## config.mk

```make
export PLATFORM = sky130hd
export DESIGN_NAME = crc_frame_serializer
export DESIGN_NICKNAME = d
export VERILOG_FILES = /design/src/rtl/frame_pkg.sv /design/src/rtl/crc_frame_serializer_crc.sv /design/src/rtl/crc_frame_serializer.sv
export SDC_FILE = /design/constraint.sdc
export NUM_CORES = 1
export LEC_CHECK = 0
export ABC_AREA = 1
export ABC_CLOCK_PERIOD_IN_PS = 3850
export BUFFER_PORTS_ARGS = -buffer_cell sky130_fd_sc_hd__buf_2
export CORE_UTILIZATION = 35
export CTS_BUF_LIST = sky130_fd_sc_hd__clkbuf_8
export DETAILED_ROUTE_END_ITERATION = 16
export HOLD_SLACK_MARGIN = 0.15
export SLEW_MARGIN = 0
export SYNTH_ARGS = -nofsm -noshare
export SYNTH_HDL_FRONTEND = slang
export SYNTH_SLANG_ARGS = --single-unit
```

## constraint.sdc

```tcl
create_clock -name clk -period 3.85 [get_ports clk]
set_input_delay 0.5775 -clock clk [delete_from_list [all_inputs] [get_ports clk]]
set_output_delay 0.5775 -clock clk [all_outputs]
set_load 0.02 [all_outputs]
```

## src/rtl/frame_pkg.sv

```systemverilog
// Shared types and constants for the CRC-32/MPEG-2 frame serializer.
package frame_pkg;

  localparam int unsigned CRC_W     = 32;
  localparam int unsigned BYTE_W    = 8;
  localparam int unsigned BIT_CNT_W = 3;
  localparam int unsigned CTR_W     = 8;
  localparam int unsigned CRC_IDX_W = 5;

  localparam logic [CRC_W-1:0] CRC_MPEG2_POLY  = 32'h04C1_1DB7;
  localparam logic [CRC_W-1:0] CRC_MPEG2_INIT  = 32'hFFFF_FFFF;
  localparam logic [CRC_W-1:0] CRC_MPEG2_CHECK = 32'h0376_E6E7;

  typedef enum logic [2:0] {
    IDLE,
    DATA,
    WAIT,
    CRC,
    GAP
  } state_e;

  // One MSB-first shift of the CRC register with a single input bit.
  function automatic logic [CRC_W-1:0] crc_step(input logic [CRC_W-1:0] crc,
                                                input logic din);
    logic fb;
    fb = crc[CRC_W-1] ^ din;
    crc_step = {crc[CRC_W-2:0], 1'b0} ^ (fb ? CRC_MPEG2_POLY : '0);
  endfunction

endpackage

```

## src/rtl/crc_frame_serializer_crc.sv

```systemverilog
// Bit-serial CRC-32/MPEG-2 engine: MSB-first, init all-ones, no final XOR.
module crc32_mpeg2
  import frame_pkg::*;
(
  input  logic             clk,
  input  logic             rst,
  input  logic             din,
  input  logic             din_valid,
  output logic [CRC_W-1:0] dout
);

  logic [CRC_W-1:0] crc_q;
  logic [CRC_W-1:0] crc_d;

  always_comb begin
    crc_d = crc_q;
    if (din_valid) begin
      crc_d = crc_step(crc_q, din);
    end
  end

  // Synchronous clear: rst is a decoded state, so keep it off the async pins.
  always_ff @(posedge clk) begin
    if (rst) begin
      crc_q <= CRC_MPEG2_INIT;
    end else begin
      crc_q <= crc_d;
    end
  end

  assign dout = crc_q;

endmodule

```

## src/rtl/crc_frame_serializer.sv

```systemverilog
// Serializes a byte stream MSB-first and closes each frame with its
// CRC-32/MPEG-2, followed by a programmable idle gap.
module crc_frame_serializer
  import frame_pkg::*;
#(
  parameter int unsigned GAP_CYCLES = 8
) (
  input  logic              clk,
  input  logic              rst,
  input  logic [BYTE_W-1:0] s_data,
  input  logic              s_valid,
  input  logic              s_last,
  output logic              s_ready,
  output logic              bit_out,
  output logic              bit_valid,
  output logic              bit_sof,
  output logic              bit_eof,
  output logic              busy
);

  state_e                 state_q, state_d;
  logic [BIT_CNT_W-1:0]   cnt_q, cnt_d;
  logic [CTR_W-1:0]       ctr_q, ctr_d;
  logic [BYTE_W-1:0]      byte_q, byte_d;
  logic                   last_q, last_d;
  logic                   first_q, first_d;

  logic                   ready_c;
  logic                   accept_c;
  logic                   crc_rst;
  logic                   crc_din_valid;
  logic [CRC_W-1:0]       crc_dout;
  logic [CRC_IDX_W-1:0]   crc_idx;

  // CRC cycle k presents bit 31-k.
  assign crc_idx = CRC_IDX_W'(CRC_W - 1) - ctr_q[CRC_IDX_W-1:0];

  always_comb begin
    state_d       = state_q;
    cnt_d         = cnt_q;
    ctr_d         = ctr_q;
    byte_d        = byte_q;
    last_d        = last_q;
    first_d       = first_q;
    ready_c       = 1'b0;
    bit_valid     = 1'b0;
    bit_out       = 1'b0;
    bit_sof       = 1'b0;
    bit_eof       = 1'b0;
    crc_din_valid = 1'b0;

    unique case (state_q)
      IDLE: ready_c = 1'b1;
      DATA: begin
        bit_valid     = 1'b1;
        bit_out       = byte_q[cnt_q];
        bit_sof       = first_q && (cnt_q == BIT_CNT_W'(BYTE_W - 1));
        crc_din_valid = 1'b1;
        cnt_d         = cnt_q - BIT_CNT_W'(1);
        if (cnt_q == '0) begin
          if (last_q) begin
            state_d = CRC;
            ctr_d   = '0;
          end else begin
            ready_c = 1'b1;
            state_d = WAIT;
          end
        end
      end
      WAIT: ready_c = 1'b1;
      CRC: begin
        bit_valid = 1'b1;
        bit_out   = crc_dout[crc_idx];
        ctr_d     = ctr_q + CTR_W'(1);
        if (ctr_q == CTR_W'(CRC_W - 1)) begin
          bit_eof = 1'b1;
          ctr_d   = '0;
          state_d = (GAP_CYCLES == 32'd0) ? IDLE : GAP;
        end
      end
      GAP: begin
        ctr_d = ctr_q + CTR_W'(1);
        if (ctr_q == CTR_W'(GAP_CYCLES - 1)) begin
          state_d = IDLE;
        end
      end
      default: state_d = IDLE;
    endcase

    // Any accepted byte restarts the bit counter, so DATA continues without a bubble.
    accept_c = ready_c && s_valid;
    if (accept_c) begin
      byte_d  = s_data;
      last_d  = s_last;
      cnt_d   = BIT_CNT_W'(BYTE_W - 1);
      first_d = (state_q == IDLE);
      state_d = DATA;
    end
  end

  always_ff @(posedge clk or posedge rst) begin
    if (rst) begin
      state_q <= IDLE;
      cnt_q   <= '0;
      ctr_q   <= '0;
      byte_q  <= '0;
      last_q  <= 1'b0;
      first_q <= 1'b0;
    end else begin
      state_q <= state_d;
      cnt_q   <= cnt_d;
      ctr_q   <= ctr_d;
      byte_q  <= byte_d;
      last_q  <= last_d;
      first_q <= first_d;
    end
  end

  assign s_ready = ready_c && !rst;
  assign busy    = (state_q != IDLE);
  assign crc_rst = rst || (state_q == IDLE);

  crc32_mpeg2 u_crc (
    .clk       (clk),
    .rst       (crc_rst),
    .din       (bit_out),
    .din_valid (crc_din_valid),
    .dout      (crc_dout)
  );

endmodule
```

==> flow_results.org, run 1 <==
** Status
- The flow ran to the end, and the final reports show no timing, DRC or antenna violations.

** STA
- Slew at the pin with the worst max-slew slack :: 1100 ps
- On the final layout, the worst clock skew is 12.4 ps.
- The final critical path takes up 73.7% of the cycle.
- Total Neg Setup Slack :: 0 ps
- In this run the tightest slew margin relative to its limit is 26.5%.
- Setup repair after global routing left no endpoint under its margin.
- Across all setup checks in the final design, the least slack found is 1010 ps.
- Hold slack :: 300 ps
- Static timing analysis puts the maximum clock frequency at 352 MHz.
- Number of endpoints failing setup at the final stage :: 0
- Minimum clock period after layout :: 2840 ps
- The number of slew-limit violations in the final report came to 0.
- The hold violation count in the final report was 0.

** Clock network
- TritonCTS created 5 clock buffers.
- Root cell of the clock tree :: sky130_fd_sc_hd__clkbuf_8
- In this run the post-CTS setup repair buffer count came out at 0.
- Clock tree from TritonCTS :: built
- In this run, post-CTS hold repair placed 0 buffers.
- The clock drives 56 sinks.
- Quantity of gates resized following cts :: 0
- Counting along the longest clock path gives a buffer depth of 2.
- Clock latency at the later pin of the worst-skew pair :: 310 ps
- Clock Pin Slew Worst Setup and Hold Paths :: 100 ps
- The H-tree generated during clock tree synthesis spans 2 levels.

** Worst setup path
- Length in cells of the worst reg-to-reg path :: 11
- Internal reg-to-reg setup slack :: 1460 ps
- Most Frequent Cell on Critical Path :: sky130_fd_sc_hd__nand3_1
- In this design, the stage delay of the slowest critical-path cell is 810 ps.
- STA classifies the critical path startpoint as a flip-flop.
- Worst setup path class :: flip-flop to output port
- Walking the worst path, the cells encountered are inv_2, nand2_1, nand3_1, nand3_1, nand3_1, nand3_2, nand3_4, nand2_2, buf_2.
- Worst setup path startpoint :: ctr_q[0]
- FF-to-FF Start :: ctr_q[0]
- Max stage delay cell, worst path :: sky130_fd_sc_hd__dfrtp_1
- At the worst endpoint, the required time is 3270 ps.
- In this run the worst path has a maximum fanout of 21.
- Destination of the worst register-to-register timing path :: u_crc.dout[26]
- Data arrives at the worst endpoint at 2260 ps.
- Kind of capture point of the worst setup path :: output port
- The kind of cell with the highest combined delay along the critical path is flip-flops.
- The critical path contains buffers and inverters numbering 2 combined.

** Floorplanning
- Floorplan die height :: 97.7 um
- After floorplanning, the core was divided into 34 placement rows.
- Area enclosed by the die boundary :: 9540 sq um
- The total area inside the core boundary comes to 8810 sq um.
- The initial utilization of the core area, before any placement, comes to 36.4%.
- Count of pins on the block boundary :: 18
- The die is 97.7 um wide.

** Cells and area
- 0 antenna diodes ended up in the layout.
- Layout overhead on the synthesized area :: 6.36%
- For this run, the post-layout net count is 455.
- Fraction of layout instances using a drive strength above 1 :: 16.6%
- Post-route standard cell area excluding fillers :: 3410 sq um

** Global routing
- Wire length of the first global-routing pass :: 12.1 mm
- Vias in the first global route :: 2572
- Entering global routing, the biggest net connects 54 pins.
- Global routing finished with a remaining overflow of 0.
- The number of antenna violations at the first check in global routing was 0.
- For this run, the total global-route usage over all layers was measured as 15.3%.

** Route
- Total Routed Length :: 6.86 mm
- In this run the remaining antenna-violating nets after routing total 0.
- Dividing the detail-routed wire length by the instance count gives 12.5 um.
- Vias after detailed routing :: 2726
- Detailed Route Iter0 Violations :: 109
- First-pass DRT Iterations :: 4
- After detailed routing, the number of remaining DRC violations is 0.
- Via-per-instance ratio :: 4.97

** Place
- Pre-CTS setup slack :: 1350 ps
- Total placed instance area :: 3300 sq um
- After legalization and detailed placement, the total HPWL measured 4.90 mm.
- Count of port buffers added during placement :: 17
- The congestion estimate from routability-driven global placement came to 0.894.

** Synth
- Counting flops with a built-in enable in the synthesized netlist gives 0.
- Syn Inst Count :: 431
- Library cell with the largest summed area after synthesis :: sky130_fd_sc_hd__dfxtp_1
- For this run, the leading register cell type out of synthesis is sky130_fd_sc_hd__dfxtp_1.
- The Yosys step of the flow raised 0 warnings.
- Each instance of the synthesized netlist takes up on average 7.43 sq um.
- Synthesized netlist net count :: 447
- The number of different library cells used by synthesis comes to 32.
- Cell area after synthesis :: 3200 sq um
- Share of flip-flops with an asynchronous set or reset :: 42.9%
- Yosys attributes the largest share of cell area to sky130_fd_sc_hd__dfxtp_1, sky130_fd_sc_hd__dfrtp_1, sky130_fd_sc_hd__nand2_1.
- Sequential cells were found to cover 38.7% of the synthesized design area.
- Yosys top cell area share :: 20.0%
- Synth Register Bits :: 56

** Run
- Max-cap violations in this run came to 0.

** Min path
- Min-delay worst type :: input pin to asynchronous set/reset pin

** Pwr
- Across the VDD grid, the largest voltage drop is 0.000378 V.
- Tot Pwr :: 2.46 mW
- Pwr dens :: 722 nW/um^2
- Leakage power of the design :: 1.75 nW
==> flip-flops by register name, summed over array words and instances (netlist names) <==
signal	cells
last_q	1
u_crc.dout	32
cnt_q	3
byte_q	8
state_q	3
first_q	1
ctr_q	8
==> Yosys cell counts (all sizes together), types with 2 or more instances <==
| library cell | count |
|---|---|
| xor2 | 3 |
| buf | 11 |
| nor3 | 4 |
| a21oi | 37 |
| dfrtp | 24 |
| dfxtp | 32 |
| a31oi | 2 |
| nand2 | 103 |
| nor2 | 21 |
| clkbuf | 8 |
| o21ai | 39 |
| ha | 4 |
| nand3 | 76 |
| o211ai | 3 |
| inv | 60 |
==> metal layers <==
| layer | track usage [%] | vias to the layer above | wire length, um |
|---|---|---|---|
| li1 | - | 1418 | - |
| met1 | 21.1 | 1269 | 3520 |
| met2 | 25.3 | 35 | 3120 |
| met3 | 2.16 | 4 | 165 |
| met4 | 3.15 | 0 | 50 |
| met5 | 0 | - | 0 |
==> tightest hold or removal path, cell delays in order <==
cell and delay, ps:
sky130_fd_sc_hd__buf_2 100, sky130_fd_sc_hd__inv_1 40, sky130_fd_sc_hd__buf_4 290
==> worst max path at each step <==
stage / slack [ps] / end / cells after the start
3_5_place_dp: 1350 / bit_out / 9
4_1_cts: 1000 / bit_out / 9
6_report: 1010 / bit_out / 9
5_1_grt: 800 / bit_out / 9
3_3_place_gp: 1390 / bit_out / 9
2_1_floorplan: 1930 / s_ready / 5
==> metrics by stage <==
step           util (%)  std cells
2_1_floorplan         -        431
3_3_place_gp       37.5        540
3_5_place_dp       37.5        540
4_1_cts            38.7        548
5_1_grt            38.7        548
6_report           38.7        548
==> final cells by class <==
cell class                      count  area, sq um
Clock buffer                        5         68.8
Clock inverter                      3         37.5
Tap cell                          108          135
Fill cell                         926         5400
Multi-Input combinational cell    296         1590
Inverter                           60          225
Sequential cell                    56         1240
Timing Repair Buffer               20          108
==> cells by family after synthesis <==
family	Yosys count	share of synthesized area [%]
simple gates	206	33.3
compound gates	83	14.1
buf+inv	79	11.6
flops	56	38.7
fa+ha+maj	4	1.56
xor+xnor	3	0.820
==> where the power goes <==
| part | leakage [nW] | switching, mW | internal [mW] |
|---|---|---|---|
| registers | 0.562 | 0.169 | 0.744 |
| clock network | 0.0607 | 0.187 | 0.190 |
| logic | 1.13 | 0.794 | 0.378 |
| total | 1.75 | 1.15 | 1.31 |
==> placed cells by master, fill, tap and decap left out, types with 3 or more instances in the layout <==
cell and count:
sky130_fd_sc_hd__inv_2 7, sky130_fd_sc_hd__o211ai_1 3, sky130_fd_sc_hd__dfrtp_1 24, sky130_fd_sc_hd__ha_1 4, sky130_fd_sc_hd__clkbuf_8 5, sky130_fd_sc_hd__nand3_2 26
sky130_fd_sc_hd__o21ai_0 35, sky130_fd_sc_hd__nand2_2 6, sky130_fd_sc_hd__xor2_1 3, sky130_fd_sc_hd__dfxtp_1 32, sky130_fd_sc_hd__nand2_1 96, sky130_fd_sc_hd__a21oi_1 35
sky130_fd_sc_hd__nor3_1 4, sky130_fd_sc_hd__o21ai_1 3, sky130_fd_sc_hd__nor2_1 19, sky130_fd_sc_hd__buf_2 17, sky130_fd_sc_hd__nand3_1 48, sky130_fd_sc_hd__inv_1 55
sky130_fd_sc_hd__buf_4 3
Power figures use the tool's default switching activity.
==> inputs of run 2 (changes only) <==
--- a/config.mk
+++ b/config.mk
@@ -6,7 +6,7 @@
 export NUM_CORES = 1
 export LEC_CHECK = 0
 export ABC_AREA = 1
-export ABC_CLOCK_PERIOD_IN_PS = 3850
+export ABC_CLOCK_PERIOD_IN_PS = 2700
 export BUFFER_PORTS_ARGS = -buffer_cell sky130_fd_sc_hd__buf_2
 export CORE_UTILIZATION = 35
 export CTS_BUF_LIST = sky130_fd_sc_hd__clkbuf_8
==> constraint.sdc (replaced) <==
create_clock -name clk -period 2.7 [get_ports clk]
set_input_delay 0.405 -clock clk [delete_from_list [all_inputs] [get_ports clk]]
set_output_delay 0.405 -clock clk [all_outputs]
set_load 0.02 [all_outputs]
==> flow_results.org, run 2 (synthesis results as in run 1) <==
** Status
- The flow ran to the end, and the final reports show no timing, DRC or antenna violations.

** Route
- Average wire per standard cell :: 12.4 um (-1.1%)
- Drc violations :: 0 (unchanged)
- The routed length on met2 is 2.98 mm (-4.6%).
- The routed metal-1 wire length is 3.58 mm (+1.8%).
- The routed wire length on met3 was 223 um (+35%).
- Uppermost metal layer occupied by signal nets :: met4
- Number of antenna-violating nets in the routed design :: 0 (unchanged)
- Via-per-instance ratio :: 4.96 (-0.25%)
- Total Routed Length :: 6.83 mm (-0.38%)
- The detailed-routing iteration count for the pre-antenna-repair pass was 4 (unchanged).
- The vias after detailed routing is 2739 (+0.48%).
- Detailed Route Iter0 Violations :: 114 (+4.6%)

** Pwr
- Tot Pwr :: 3.57 mW (+45%)
- Switching share of total power :: 46.7% (about the same)
- Combinational Power Share :: 48.9% (+1.3 points)
- Leakage power of the design :: 1.77 nW (+0.78%)
- The register share of total power was 35.5% (-1.6 points).
- Clk pwr share :: 15.6% (+0.3 points)
- Pwr dens :: 1030 nW/um^2 (+43%)
- Internal power :: 1.90 mW (+45%)
- The worst ir drop on vdd is 0.000544 V (+44%).
- Switch Pwr :: 1.67 mW (+45%)

** Place
- The detailed-placement wirelength estimate was 4.87 mm (-0.48%).
- The number of input and output port buffers inserted is 17 (unchanged).
- Final weighted congestion of routability-driven global placement :: 0.813 (-9.1%)
- Total placed instance area :: 3320 sq um (+0.68%)
- Post-placement cell count :: 543 (+0.56%)

** Global routing
- Wire length of the first global-routing pass :: 12.2 mm (+0.57%)
- Maximum number of pins on one net before global-route repair :: 52 (-3.7%)
- The global-route congestion overflow total is 0 (unchanged).
- The total global-route track usage came to 15.4% (+0.15 points).
- The number of global-route vias before repair is 2611 (+1.5%).
- Number of antenna violations at the first check in global routing :: 0 (unchanged)

** STA
- RSZ-0062 raised after global routing :: no
- The relative max-transition margin was 67.9% (+41 points).
- Layout Skew :: 10.8 ps (-1.58 ps)
- Of the available clock period, the critical path in the final layout requires 86.8%.
- The hold violation count in the final report came to 0 (unchanged).
- Slew at the pin with the worst max-slew slack :: 482 ps (-617 ps)
- Subtracting the final worst setup slack from the clock period gives 2340 ps.
- The number of slew-limit violations in the final report came to 0 (unchanged).
- Total Neg Setup Slack :: 0 ps (unchanged)
- Highest achievable clock rate :: 427 MHz
- Number of endpoints failing setup at the final stage :: 0 (unchanged)

** Cells and area
- NumNets Final :: 459 (+0.88%)
- Post-layout utilization of the core :: 39.1% (+0.43 points)
- The area growth from synthesis to layout is 7.54%.
- The area of all placed cells without fillers is 3450 sq um (+1.1%).
- Cell Count, Final, Fillers Out :: 552 (+0.73%)
- The number of antenna repair diodes came to 0 (unchanged).
- Leaving out fill and tap cells, the most frequent cell in the layout is sky130_fd_sc_hd__nand2_1.
- The number of flip-flops under the largest register name was 32 (unchanged).
- Fraction of layout instances using a drive strength above 1 :: 17.3% (+0.75 points)
- Most frequent cells in the layout :: sky130_fd_sc_hd__nand2_1, sky130_fd_sc_hd__inv_1, sky130_fd_sc_hd__nand3_1, sky130_fd_sc_hd__o21ai_0, sky130_fd_sc_hd__a21oi_1

** Clock network
- Root cell of the clock tree :: sky130_fd_sc_hd__clkbuf_8
- Hold buffer count at cts :: 1 (+1)
- The number of clock sinks seen by CTS is 56 (unchanged).
- The buffers inserted during post-CTS setup optimization was 0 (unchanged).
- The clock-pin transition on the worst setup and hold timing paths is 100 ps (about the same).
- The maximum clock path buffer count is 2 (unchanged).
- The number of levels the H-tree was split into was 2 (unchanged).
- TritonCTS built the clock tree.
- The post-cts gate resize count is 0 (unchanged).
- The number of CTS-inserted buffers came to 5 (unchanged).
- Clock latency at the later pin of the worst-skew pair :: 320 ps (about the same)

** Run
- Number of max-capacitance violations reported :: 0 (unchanged)

** Floorplanning
- The count of pins on the block boundary was 18 (unchanged).
- Effective utilization at floorplan :: 36.4% (unchanged)
- The standard cell core area is 8810 sq um (unchanged).
- The die footprint was 9540 sq um (unchanged).
- The die boundary height is 97.7 um (unchanged).
- Width of the die :: 97.7 um (unchanged)
- # rows :: 34 (unchanged)

** Worst setup path
- Data required time of the critical path :: 2300 ps (-970 ps)
- Kind of capture point of the worst setup path :: output port
- The largest fanout on the critical path came to 17 (-19%).
- Startpoint type of the worst setup path :: flip-flop
- The setup slack of the most critical reg-to-reg path is 580 ps (-880 ps).
- Worst setup path class :: flip-flop to output port
- Arrival time at the worst endpoint :: 1940 ps (-320 ps)

** Min path
- Min-delay worst type :: input pin to flip-flop
## run 2: power groups by stage
stage | logic (mW) | registers, mW | clock network, mW
after floorplan | 1.55 | 1.21 | 0
after global placement | 1.74 | 1.28 | 0
after detailed placement | 1.76 | 1.29 | 0
after CTS | 1.77 | 1.27 | 0.578
after global routing | 1.99 | 1.30 | 0.609
final | 1.74 | 1.27 | 0.556
## run 2: per-stage QoR
step	worst slack [ps]	hold slack (ps)
after floorplan	938	428
after global placement	650	452
after detailed placement	601	460
after CTS	338	264
after global routing	242	265
final	356	276
## run 2: path summary, 6_finish.rpt
| path | from | endpoint | cells past startpoint |
|---|---|---|---|
| min in group asynchronous | rst | last_q | 4 |
| max in group asynchronous | rst | ctr_q[2] | 4 |
| hold / removal | s_data[2] | byte_q[2] | 3 |
| setup reg to reg | ctr_q[0] | u_crc.dout[26] | 11 |
| hold reg to reg | u_crc.dout[17] | u_crc.dout[17] | 2 |
| setup / recovery | ctr_q[0] | bit_out | 9 |
## run 2: area by class of cell
class,instances,area [sq um]
timing repair buffer,24,140
multi-input combinational,296,1590
fill,922,5360
tap,108,135
clock buffer,5,68.8
inverter,60,225
clock inverter,3,42.5
sequential,56,1240
## run 2: worst max-delay path: stages, from the launching register on
cell	delay [ps]
sky130_fd_sc_hd__dfrtp_1	440
sky130_fd_sc_hd__buf_4	220
sky130_fd_sc_hd__or2_1	230
sky130_fd_sc_hd__nand3_1	70
sky130_fd_sc_hd__nand3_1	90
sky130_fd_sc_hd__nand3_2	90
sky130_fd_sc_hd__nand3_2	100
sky130_fd_sc_hd__nand3_4	100
sky130_fd_sc_hd__nand2_2	100
sky130_fd_sc_hd__buf_2	180
## run 2: metal layers
layer,vias up,GRT usage [%]
met3,5,3.31
met5,-,0
met4,0,3.15
met1,1270,20.9
li1,1423,-
met2,41,25.2
==> inputs of run 3 (changes only) <==
--- a/config.mk
+++ b/config.mk
@@ -15,4 +15,5 @@
 export SLEW_MARGIN = 0
 export SYNTH_ARGS = -nofsm -noshare
 export SYNTH_HDL_FRONTEND = slang
+export SYNTH_HIERARCHICAL = 1
 export SYNTH_SLANG_ARGS = --single-unit
==> flow_results.org, run 3 <==
** Status
- Result of the run :: complete, no violations

** Clock network
- The number of clock sinks seen by CTS was 56 (unchanged).
- The number of CTS-inserted buffers was 5 (unchanged).
- Hold buffer count at cts :: 0 (-1)
- The clock-pin transition on the worst setup and hold timing paths came to 100 ps (about the same).
- The tree is rooted in a sky130_fd_sc_hd__clkbuf_8.
- Maximum clock insertion buffer count :: 2 (unchanged)
- The insertion delay to the later sink of the worst-skew pair is 310 ps (about the same).
- The number of levels the H-tree was split into was 2 (unchanged).
- TritonCTS built the clock tree.

** Worst setup path
- The largest fanout on the critical path came to 19 (+2).
- The setup path with the least slack is of type flip-flop to output port.
- Kind of capture point of the worst setup path :: output port
- The critical path required time came to 2300 ps (about the same).
- The setup slack of the most critical reg-to-reg path was 430 ps (-150 ps).
- Arrival time at the worst endpoint :: 1940 ps (about the same)
- Startpoint type of the worst setup path :: flip-flop

** STA
- The shortest period the worst path allows is 2350 ps (+1.74 ps).
- RSZ-0062 raised after global routing :: no
- The worst setup slack after layout was 354 ps (-1.74 ps).
- Layout Skew :: 7.68 ps (-3.14 ps)
- The relative max-transition margin was 34.2% (-34 points).
- Total Neg Setup Slack :: 0 ps (unchanged)
- The measured slew at the worst slew-check pin was 986 ps (+504 ps).
- The portion of the clock cycle consumed by the worst path in the final layout was 86.9% (about the same).
- The number of slew-limit violations in the final report is 0 (unchanged).
- The hold violation count in the final report is 0 (unchanged).
- Highest achievable clock rate :: 426 MHz (about the same)
- The count of final setup violators was 0 (unchanged).

** Cells and area
- Leading cell type in the layout, fill and taps excluded :: sky130_fd_sc_hd__nand2_1
- The count of nets after finishing came to 456 (-0.65%).
- The number of antenna repair diodes was 0 (unchanged).
- Post-route standard cell area excluding fillers :: 3240 sq um (-6.1%)
- Layout overhead on the synthesized area :: 6.42%
- The number of flip-flops under the largest register name is 32 (unchanged).
- Layout filler cell count :: 878 (-4.8%)
- Most frequent cells in the layout :: sky130_fd_sc_hd__nand2_1, sky130_fd_sc_hd__nand3_1, sky130_fd_sc_hd__dfxtp_1, sky130_fd_sc_hd__inv_1, sky130_fd_sc_hd__nor2_1
- The final core utilization is 39.0% (-0.14 points).
- Footprint of the multi-input gates :: 1540 sq um (-3.6%)
- The storage element area was 1240 sq um (unchanged).
- The fraction of final layout cells sized beyond drive strength 1 was 9.30% (-8.0 points).

** Route
- First-pass DRT Iterations :: 4 (unchanged)
- Detailed Route Iter0 Violations :: 133 (+17%)
- The remaining routing DRC violations was 0 (unchanged).
- The sum of routed wire length over all layers is 6.72 mm (-1.7%).
- The average detailed-routed wire length per instance came to 12.3 um (-0.63%).
- The remaining number of nets flagged by the antenna check after routing was 0 (unchanged).
- The routed via count divided by cell count was 4.99 (+0.55%).
- Vias after detailed routing :: 2724 (-0.55%)

** Place
- The setup slack at placement is 382 ps (-219 ps).
- Total placed instance area :: 3150 sq um (-5.2%)
- The detailed-placement wirelength estimate is 4.57 mm (-6.2%).
- Final weighted congestion of routability-driven global placement :: 0.849 (+4.5%)
- Count of port buffers added during placement :: 17 (unchanged)

** Global routing
- The first-pass GRT wire length came to 11.5 mm (-5.3%).
- The pin count of the biggest net entering global routing was 35 (-33%).
- The number of antenna violations at the first check in global routing is 0 (unchanged).
- Total global routing track utilization :: 16.0% (+0.55 points)
- The global-route congestion overflow total is 0 (unchanged).
- Vias in the first global route :: 2472 (-5.3%)

** Min path
- The min-delay analysis places its worst path in the category input pin to asynchronous set/reset pin.

** Synth
- The sequential-to-total area share from yosys stat came to 40.8% (+2.1 points).
- The post-synthesis average cell area came to 7.04 sq um (-5.3%).
- Synthesized netlist net count :: 448 (+0.22%)
- Cell area after synthesis :: 3040 sq um (-5.1%)
- sky130_fd_sc_hd__nand2_1 is the most common cell in the netlist.
- The number of synthesized flops with an enable pin came to 0 (unchanged).
- Yosys top cell area share :: 21.1% (+1.1 points)
- Library cell with the largest summed area after synthesis :: sky130_fd_sc_hd__dfxtp_1
- The cell count after synthesis was 432 (+0.23%).
- After synthesis, the cell types taking the most area are sky130_fd_sc_hd__dfxtp_1, sky130_fd_sc_hd__dfrtp_1, sky130_fd_sc_hd__nand2_1.
- Prevailing post-synth register cell :: sky130_fd_sc_hd__dfxtp_1
- Number of unique standard cell types used by synthesis :: 30 (-6.3%)
- List of most frequent post-synthesis cells :: sky130_fd_sc_hd__nand2_1, sky130_fd_sc_hd__nand3_1, sky130_fd_sc_hd__dfxtp_1
- Yosys synthesis warning count :: 6 (+6)
- The proportion of register bits with asynchronous set or reset after synthesis is 42.9% (unchanged).
- The number of storage elements in the synthesis netlist came to 56 (unchanged).

** Floorplanning
- Floorplan die height :: 95.2 um (-2.5%)
- The standard cell core area was 8300 sq um (-5.8%).
- The die footprint came to 9060 sq um (-5.0%).
- The count of pins on the block boundary came to 18 (unchanged).
- The initial core utilization was 36.6% (+0.25 points).
- The number of rows in the core area was 33 (-2.9%).
- The floorplan die width was 95.2 um (-2.5%).

** Run
- The number of maximum-capacitance constraint violations was 0 (unchanged).

** Pwr
- The worst ir drop on vdd was 0.000542 V (-0.20%).
- Pwr dens :: 1150 nW/um^2 (+11%)
- The leakage power was 1.67 nW (-5.5%).
- The overall power came to 3.72 mW (+4.3%).
-- run 3: cell types whose count changed in the layout (fill, tap and decap cells not counted), moves of 4 or more --
cell | previous run | this run
sky130_fd_sc_hd__o21ai_0 | 35 | 12
sky130_fd_sc_hd__nand3b_1 | 0 | 13
sky130_fd_sc_hd__nand3_1 | 48 | 69
sky130_fd_sc_hd__nor2_1 | 19 | 27
sky130_fd_sc_hd__nand3_2 | 26 | 2
sky130_fd_sc_hd__inv_2 | 7 | 3
sky130_fd_sc_hd__inv_1 | 53 | 31
sky130_fd_sc_hd__a21oi_1 | 35 | 26
sky130_fd_sc_hd__nand2_1 | 96 | 148
-- run 3: path summary, 6_finish.rpt --
path,startpoint,to,cells after the start
worst max-delay path,ctr_q[0],bit_out,12
worst min-delay path,rst,last_q,3
worst max register to register,ctr_q[0],u_crc/dout[5],15
worst min register to register,byte_q[4],byte_q[4],2
max in group asynchronous,rst,byte_q[7],3
min in group clk,s_data[1],byte_q[1],3
-- run 3: area by class of cell --
cell class | count | area share, %
multi-input combinational | 322 | 47.4
sequential | 56 | 38.4
inverter | 34 | 4.06
tap | 105 | 4.06
timing repair buffer | 21 | 3.56
clock buffer | 5 | 2.13
clock inverter | 3 | 0.387
-- run 3: kinds of logic after synthesis --
group / after synthesis / share of synthesized area (%)
AO/OA/AOI/OAI: 46 / 8.56
XOR/XNOR: 4 / 1.15
adder cells (fa/ha/maj): 4 / 1.65
buffers and inverters: 54 / 8.68
flip-flops: 56 / 40.8
AND/OR/NAND/NOR: 268 / 39.1
-- run 3: timing repair --
item | in CTS | in global routing
resized for setup | 0 | 1
hold endpoints to repair | 0 | 0
setup buffers | 0 | 0
endpoints found under the setup margin | 0 | 8
-- run 3: worst max-delay path, cell delays in order, from the launching register on --
cell,delay [ps]
sky130_fd_sc_hd__dfrtp_1,400
sky130_fd_sc_hd__clkinvlp_4,300
sky130_fd_sc_hd__nand2_1,130
sky130_fd_sc_hd__nand2_1,60
sky130_fd_sc_hd__nand2_1,50
sky130_fd_sc_hd__nand2_1,50
sky130_fd_sc_hd__nor2_1,90
sky130_fd_sc_hd__nand2_1,50
sky130_fd_sc_hd__nand2_1,60
sky130_fd_sc_hd__nand2_1,40
sky130_fd_sc_hd__nand2_1,60
sky130_fd_sc_hd__nand2_1,130
sky130_fd_sc_hd__buf_2,200
-- run 3: routing by layer --
metal  GRT usage, %  part of all wire [%]  vias up
li1               -                     -     1414
met1           22.7                    53     1259
met2           24.9                    43       44
met3           2.63                   2.6        7
met4           4.04                  0.97        0
met5              0                     0        -
-- run 3: report_power, final --
| group | total, mW | switching, mW | leakage, nW | internal, mW |
|---|---|---|---|---|
| sequential | 1.38 | 0.267 | 0.560 | 1.11 |
| clock | 0.446 | 0.270 | 0.0505 | 0.176 |
| combinational | 1.89 | 1.26 | 1.06 | 0.630 |
-- run 3: stage by stage --
step / cells / hold slack [ps]
detailed placement: 538 / 459
finish: 546 / 160
CTS: 546 / 170
floorplan: 432 / 428
global route: 546 / 206
global placement: 538 / 457
